[config.mk]
export PLATFORM = sky130hd
export DESIGN_NAME = ita_regfile_access_ctrl
export DESIGN_NICKNAME = d
export VERILOG_FILES = /design/src/rtl/ita_regfile_access_ctrl.sv
export SDC_FILE = /design/constraint.sdc
export NUM_CORES = 1
export LEC_CHECK = 0
export ABC_AREA = 0
export CELL_PAD_IN_SITES_DETAIL_PLACEMENT = 0
export CELL_PAD_IN_SITES_GLOBAL_PLACEMENT = 1
export CORE_AREA = 2 2 126 128
export DETAILED_ROUTE_END_ITERATION = 16
export DIE_AREA = 0 0 128 130
export PLACE_DENSITY_LB_ADDON = 0.25
export SYNTH_ARGS = -nofsm -noshare
export SYNTH_HDL_FRONTEND = slang
export SYNTH_SLANG_ARGS = --single-unit
[constraint.sdc]
create_clock -name clk -period 1.7 [get_ports clk]
set_clock_uncertainty 0.05 [all_clocks]
set_input_delay 0.17 -clock clk [delete_from_list [all_inputs] [get_ports clk]]
set_output_delay 0.17 -clock clk [all_outputs]
set_load 0.02 [all_outputs]
[src/rtl/ita_regfile_access_ctrl.sv]
// rtl/ita_regfile_access_ctrl.sv - zero-init sweep, write arbitration and read hazard control for the latch register file
// Optional feature: define ITA_RF_CTRL_FWD_EN to forward colliding write segments instead of stalling the read.
module ita_regfile_access_ctrl #(
  parameter int ADDR_WIDTH = 5,
  parameter int DATA_WIDTH = 32,
  parameter int N_EN       = 4,
  parameter int N_WR       = 2,
  parameter int N_READ     = 2
) (
  input  logic                                   clk,
  input  logic                                   rst,
  output logic                                   init_done_o,
  input  logic [N_WR-1:0]                        wr_valid_i,
  output logic [N_WR-1:0]                        wr_ready_o,
  input  logic [N_WR-1:0][ADDR_WIDTH-1:0]        wr_addr_i,
  input  logic [N_WR-1:0][DATA_WIDTH-1:0]        wr_data_i,
  input  logic [N_WR-1:0][N_EN-1:0]              wr_sel_i,
  input  logic [N_READ-1:0]                      rd_valid_i,
  output logic [N_READ-1:0]                      rd_ready_o,
  input  logic [N_READ-1:0][ADDR_WIDTH-1:0]      rd_addr_i,
  output logic [N_READ-1:0]                      rd_rvalid_o,
  output logic [N_READ-1:0][DATA_WIDTH-1:0]      rd_rdata_o,
  output logic                                   rf_we_o,
  output logic [ADDR_WIDTH-1:0]                  rf_waddr_o,
  output logic [DATA_WIDTH-1:0]                  rf_wdata_o,
  output logic [N_EN-1:0]                        rf_wsel_o,
  output logic [N_READ-1:0]                      rf_re_o,
  output logic [N_READ-1:0][ADDR_WIDTH-1:0]      rf_raddr_o,
  input  logic [N_READ-1:0][DATA_WIDTH-1:0]      rf_rdata_i
);

  localparam int PTR_W = (N_WR > 1) ? $clog2(N_WR) : 1;
  localparam logic [ADDR_WIDTH-1:0] LAST_ADDR = '1;

  typedef enum logic {ST_INIT, ST_RUN} state_t;

  state_t                  state_q, state_d;
  logic [ADDR_WIDTH-1:0]   cnt_q, cnt_d;
  logic [PTR_W-1:0]        ptr_q, ptr_d;
  logic [N_READ-1:0]       rvalid_q;

  logic                    grant;
  logic [PTR_W-1:0]        grant_idx;
  logic [PTR_W:0]          cand_sum;
  logic [PTR_W-1:0]        cand;
  logic [PTR_W:0]          next_sum;
  logic [N_READ-1:0]       hazard;

  always_ff @(posedge clk or posedge rst) begin
    if (rst) begin
      state_q  <= ST_INIT;
      cnt_q    <= '0;
      ptr_q    <= '0;
      rvalid_q <= '0;
    end else begin
      state_q  <= state_d;
      cnt_q    <= cnt_d;
      ptr_q    <= ptr_d;
      rvalid_q <= rf_re_o;
    end
  end

  // Round-robin search starting at the pointer; the extra sum bit keeps the wrap exact for any N_WR.
  always_comb begin
    grant     = 1'b0;
    grant_idx = '0;
    cand_sum  = '0;
    cand      = '0;
    if (state_q == ST_RUN) begin
      for (int i = 0; i < N_WR; i++) begin
        cand_sum = {1'b0, ptr_q} + (PTR_W+1)'(i);
        if (cand_sum >= (PTR_W+1)'(N_WR)) cand_sum = cand_sum - (PTR_W+1)'(N_WR);
        cand = cand_sum[PTR_W-1:0];
        if (!grant && wr_valid_i[cand]) begin
          grant     = 1'b1;
          grant_idx = cand;
        end
      end
    end
  end

  always_comb begin
    state_d     = state_q;
    cnt_d       = cnt_q;
    ptr_d       = ptr_q;
    next_sum    = '0;
    init_done_o = 1'b0;
    wr_ready_o  = '0;
    rd_ready_o  = '0;
    rf_we_o     = 1'b0;
    rf_waddr_o  = '0;
    rf_wdata_o  = '0;
    rf_wsel_o   = '0;
    rf_re_o     = '0;
    rf_raddr_o  = '0;
    hazard      = '0;
    unique case (state_q)
      ST_INIT: begin
        // Latches have no reset, so every word is written with zeros once.
        rf_we_o    = 1'b1;
        rf_waddr_o = cnt_q;
        rf_wsel_o  = '1;
        cnt_d      = cnt_q + ADDR_WIDTH'(1);
        if (cnt_q == LAST_ADDR) state_d = ST_RUN;
      end
      ST_RUN: begin
        init_done_o = 1'b1;
        if (grant) begin
          wr_ready_o[grant_idx] = 1'b1;
          rf_we_o    = 1'b1;
          rf_waddr_o = wr_addr_i[grant_idx];
          rf_wdata_o = wr_data_i[grant_idx];
          rf_wsel_o  = wr_sel_i[grant_idx];
          next_sum   = {1'b0, grant_idx} + (PTR_W+1)'(1);
          ptr_d      = (next_sum >= (PTR_W+1)'(N_WR)) ? '0 : next_sum[PTR_W-1:0];
        end
        for (int p = 0; p < N_READ; p++) begin
          hazard[p] = grant && (rf_waddr_o == rd_addr_i[p]) && (rf_wsel_o != '0);
`ifdef ITA_RF_CTRL_FWD_EN
          rd_ready_o[p] = 1'b1;
`else
          rd_ready_o[p] = !hazard[p];
`endif
          rf_re_o[p]    = rd_valid_i[p] & rd_ready_o[p];
          rf_raddr_o[p] = rd_addr_i[p];
        end
      end
      default: state_d = ST_INIT;
    endcase
  end

  assign rd_rvalid_o = rvalid_q;

`ifdef ITA_RF_CTRL_FWD_EN
  localparam int SEG_W = DATA_WIDTH / N_EN;

  logic [DATA_WIDTH-1:0] fwd_data_q;
  logic [N_EN-1:0]       fwd_sel_q;
  logic [N_READ-1:0]     fwd_flag_q;

  // The register file returns the pre-write word for a colliding read; patch in the written segments.
  always_ff @(posedge clk or posedge rst) begin
    if (rst) begin
      fwd_data_q <= '0;
      fwd_sel_q  <= '0;
      fwd_flag_q <= '0;
    end else begin
      fwd_data_q <= rf_wdata_o;
      fwd_sel_q  <= rf_wsel_o;
      fwd_flag_q <= rf_re_o & hazard;
    end
  end

  always_comb begin
    rd_rdata_o = rf_rdata_i;
    for (int p = 0; p < N_READ; p++) begin
      for (int s = 0; s < N_EN; s++) begin
        if (fwd_flag_q[p] && fwd_sel_q[s]) begin
          rd_rdata_o[p][s*SEG_W +: SEG_W] = fwd_data_q[s*SEG_W +: SEG_W];
        end
      end
    end
  end
`else
  assign rd_rdata_o = rf_rdata_i;
`endif

endmodule

==> impl_metrics.py <==
metrics = {
    "power": {
        "power.density_cell_area_nw_per_um2": 500,
        "power_report.internal_total_w": 0.00112,
        "ir_drop_mv": 0.238,
        "comb_power_share": 0.612,
        "power.share.clock": 0.253,
        "seq_power_share": 0.135,
        "total_power_w": 0.00168,
        "power.net_switching_w": 0.000560,
        "leakagePower_nw": 1.44,
        "power.share.switching": 0.334,
    },
    "synthesis": {
        "synth_area_per_cell_um2": 8.01,
        "postSynthRegisterBits": 9,
        "synth_ff_type": "dfrtp_1",
        "synth-async-reset-ratio": 1.00,
        "postSynthNetCount": 371,
        "synth.area.top_cells": "buf_4 (29%), a22o_1 (17%), dfrtp_1 (14%)",
        "yosys.area.top_type_share": 0.294,
        "mapped_cell_area_um2": 1660,
        "synth_top_area_cell": "buf_4",
        "post_synthesis_sequential_area_ratio": 0.136,
        "ys.warnings.count": 0,
        "synth_edf_count": 0,
        "number_of_different_library_cells_in_the_post_synthesis_netlist": 33,
        "netlist_instances": 207,
    },
    "cts": {
        "tritoncts": "done",
        "cts_made_buffers": 3,
        "clock-sinks": 9,
        "clockRootBuffer": "clkbuf_16",
        "cts.reportedPaths.clkPinSlew_ps": 40,
        "worst_skew_pair_later_pin_latency_ps": 230,
        "cts-htree-levels": 1,
        "clock_tree.buffer_depth": 2,
    },
    "detailed_routing": {
        "detail_route.iter0.violations": 15,
        "routedWlPerCell_um": 16.8,
        "ant_nets": 0,
        "detail_route.wirelength_um": 8520,
        "total_drc_errors_in_the_routed_layout": 0,
        "wl_met2_um": 4280,
        "highest_layer": "met4",
        "drt-vias-per-instance": 3.80,
        "drt-pass1-iter-count": 4,
        "wl_met3_um": 795,
        "via_count": 1927,
        "drt-met1-wl_um": 3100,
    },
    "worst_setup_path": {
        "timing.critical_path.max_delay_family": "simple AND/OR/NAND/NOR gates",
        "cp_max_fo": 6,
        "end_kind": "output port",
        "path_common_cell": "buf_6",
        "worst-endpoint-required_ps": 1480,
        "setup.worst_path.class": "reg -> out",
        "slowest_delay_ps": 410,
        "worst-path-buf-inv": 3,
        "worst-endpoint-arrival_ps": 2090,
        "critical_path.startpoint_type": "flop",
        "worst_path_max_delay_cell": "dfrtp_1",
        "cell_chain_critical_path": "a21boi_4 > buf_6 > a32oi_2 > or3_1 > and4b_1 > nand4_1 > buf_4 > and3_4 > buf_6",
    },
    "sta": {
        "setup_violations": 48,
        "worst_pin_slew_ps": 461,
        "slew_viol_final": 0,
        "setup_repair_after_global_routing_missed_its_margin": "yes",
        "min_period_over_period": 1.36,
        "clock.fmax_mhz": 433,
        "final_hold_viols": 0,
        "setup_ws_ps": -610,
        "slew-limit-headroom": 0.692,
        "final.setup.tns_ps": -15150,
        "final.min_clock_period_ps": 2310,
    },
    "grt": {
        "grt_first_pass_wirelength_um": 12100,
        "number_of_antenna_violations_at_the_first_check_in_global_routing": 0,
        "via_count_of_the_first_global_routing_pass": 2090,
        "overflow": 0,
        "maximum_number_of_pins_on_one_net_before_global_route_repair": 18,
        "track_usage": 0.0949,
    },
    "placed_design": {
        "place_hpwl_um": 6730,
        "routabilityCongestion": 0.697,
        "port_buffers": 158,
        "place.detailed.instances": 494,
    },
    "worst_hold_path": {
        "hold_path_class": "in -> async",
    },
    "floorplan": {
        "dieArea_um2": 16600,
        "floorplan.io_pins": 287,
        "design.core.area_um2": 15400,
        "die_height_um": 130,
        "initial_core_util": 0.107,
        "row_count": 46,
        "fp.dieW_um": 128,
    },
    "run_status": {
        "run_status": "finished with violations",
        "violations": "setup timing",
    },
    "layout": {
        "finish.cell_count_without_fillers": 507,
        "nNetsFinal": 480,
        "area_growth_syn_to_layout_pct": 102,
        "antennaDiodeCount": 0,
        "fillerInstances": 1695,
        "layout.cells.most_common_list": "clkdlybuf4s50_1 (97), a22o_1 (32), clkdlybuf4s15_2 (21)",
        "layout.cells.most_common": "clkdlybuf4s50_1",
        "layout-drive-gt1-share": 0.352,
    },
    "flow_run": {
        "max_cap_viol_count": 0,
    },
}
-- flip-flops by register name, summed over array words and instances, names as in the netlist --
| signal | count |
|---|---|
| state_q | 1 |
| rd_rvalid_o | 2 |
| cnt_q | 5 |
| ptr_q | 1 |
-- per-layer routing --
layer	vias to the layer above	track usage
met5	-	0
met4	0	0.0407
met3	28	0.0283
met2	114	0.175
met1	884	0.101
li1	901	-
-- power by group through the flow --
stage | sequential (W) | combinational (W) | clock (W)
floorplan | 0.000233 | 0.000632 | 0
global placement | 0.000228 | 0.000980 | 0
detailed placement | 0.000229 | 0.000981 | 0
CTS | 0.000227 | 0.00102 | 0.000445
global route | 0.000227 | 0.00110 | 0.000459
finish | 0.000227 | 0.00103 | 0.000424
-- timing repair --
item,CTS,global route
hold buffers,0,0
gates resized for setup,205,34
buffers inserted,6,2
pin swaps,10,7
setup endpoints to repair,60,55
gates cloned,3,0
-- path summary, 6_finish.rpt --
check / to / slack (ps) / cells past startpoint / from
min reg2reg: cnt_q[3]$_DFFE_PP0N_ / 440 / 1 / cnt_q[3]$_DFFE_PP0N_
min in group clk: rd_rdata_o[24] / 290 / 0 / rf_rdata_i[24]
min: rd_rvalid_o[1]$_DFF_PP0_ / 200 / 2 / rst
max: rf_re_o[0] / -610 / 9 / ptr_q$_DFFE_PP0P_
max reg2reg: rd_rvalid_o[0]$_DFF_PP0_ / -180 / 7 / ptr_q$_DFFE_PP0P_
max in group asynchronous: state_q$_DFF_PP0_ / 1090 / 2 / rst
-- kinds of logic (layout without fill, tap and decap cells) --
family / Yosys count / in the layout / share of synthesized area
xor gates and xnor gates: 6 / 6 / 0.0317
AOI/OAI and AO/OA: 56 / 56 / 0.270
adders and majority gates: 2 / 2 / 0.0151
and+or+nand+nor: 45 / 45 / 0.168
muxes: 5 / 5 / 0.0340
DFF: 9 / 9 / 0.136
buffers and inverters: 84 / 192 / 0.345
-- cell type report --
type	count	area [um^2]	area share
Clock buffer	4	78.8	0.0235
Inverter	4	15.0	0.00447
Multi-Input combinational cell	114	1000	0.299
Sequential cell	9	225	0.0671
Tap cell	192	240	0.0716
Timing Repair Buffer	184	1790	0.534
-- cells in the mapped netlist, types with 5 or more instances --
cell type  number
buf_4          65
dfrtp_1         9
o21ai_0         5
clkbuf_1       10
a22o_1         32
a31oi_1         5
and3_1         10
and2_1         14
mux2_2          5
-- metrics by stage --
| stage | hold WS [ps] | util | worst slack [ps] | cell area (um^2) |
|---|---|---|---|---|
| 2_1_floorplan | -52.1 | - | -80.0 | 1680 |
| 3_3_place_gp | 290 | 0.201 | -1100 | 3100 |
| 3_5_place_dp | 290 | 0.201 | -1140 | 3100 |
| 4_1_cts | 213 | 0.215 | -630 | 3310 |
| 5_1_grt | 265 | 0.218 | -700 | 3360 |
| 6_report | 196 | 0.218 | -610 | 3360 |
(Power assumes the default switching activity.)
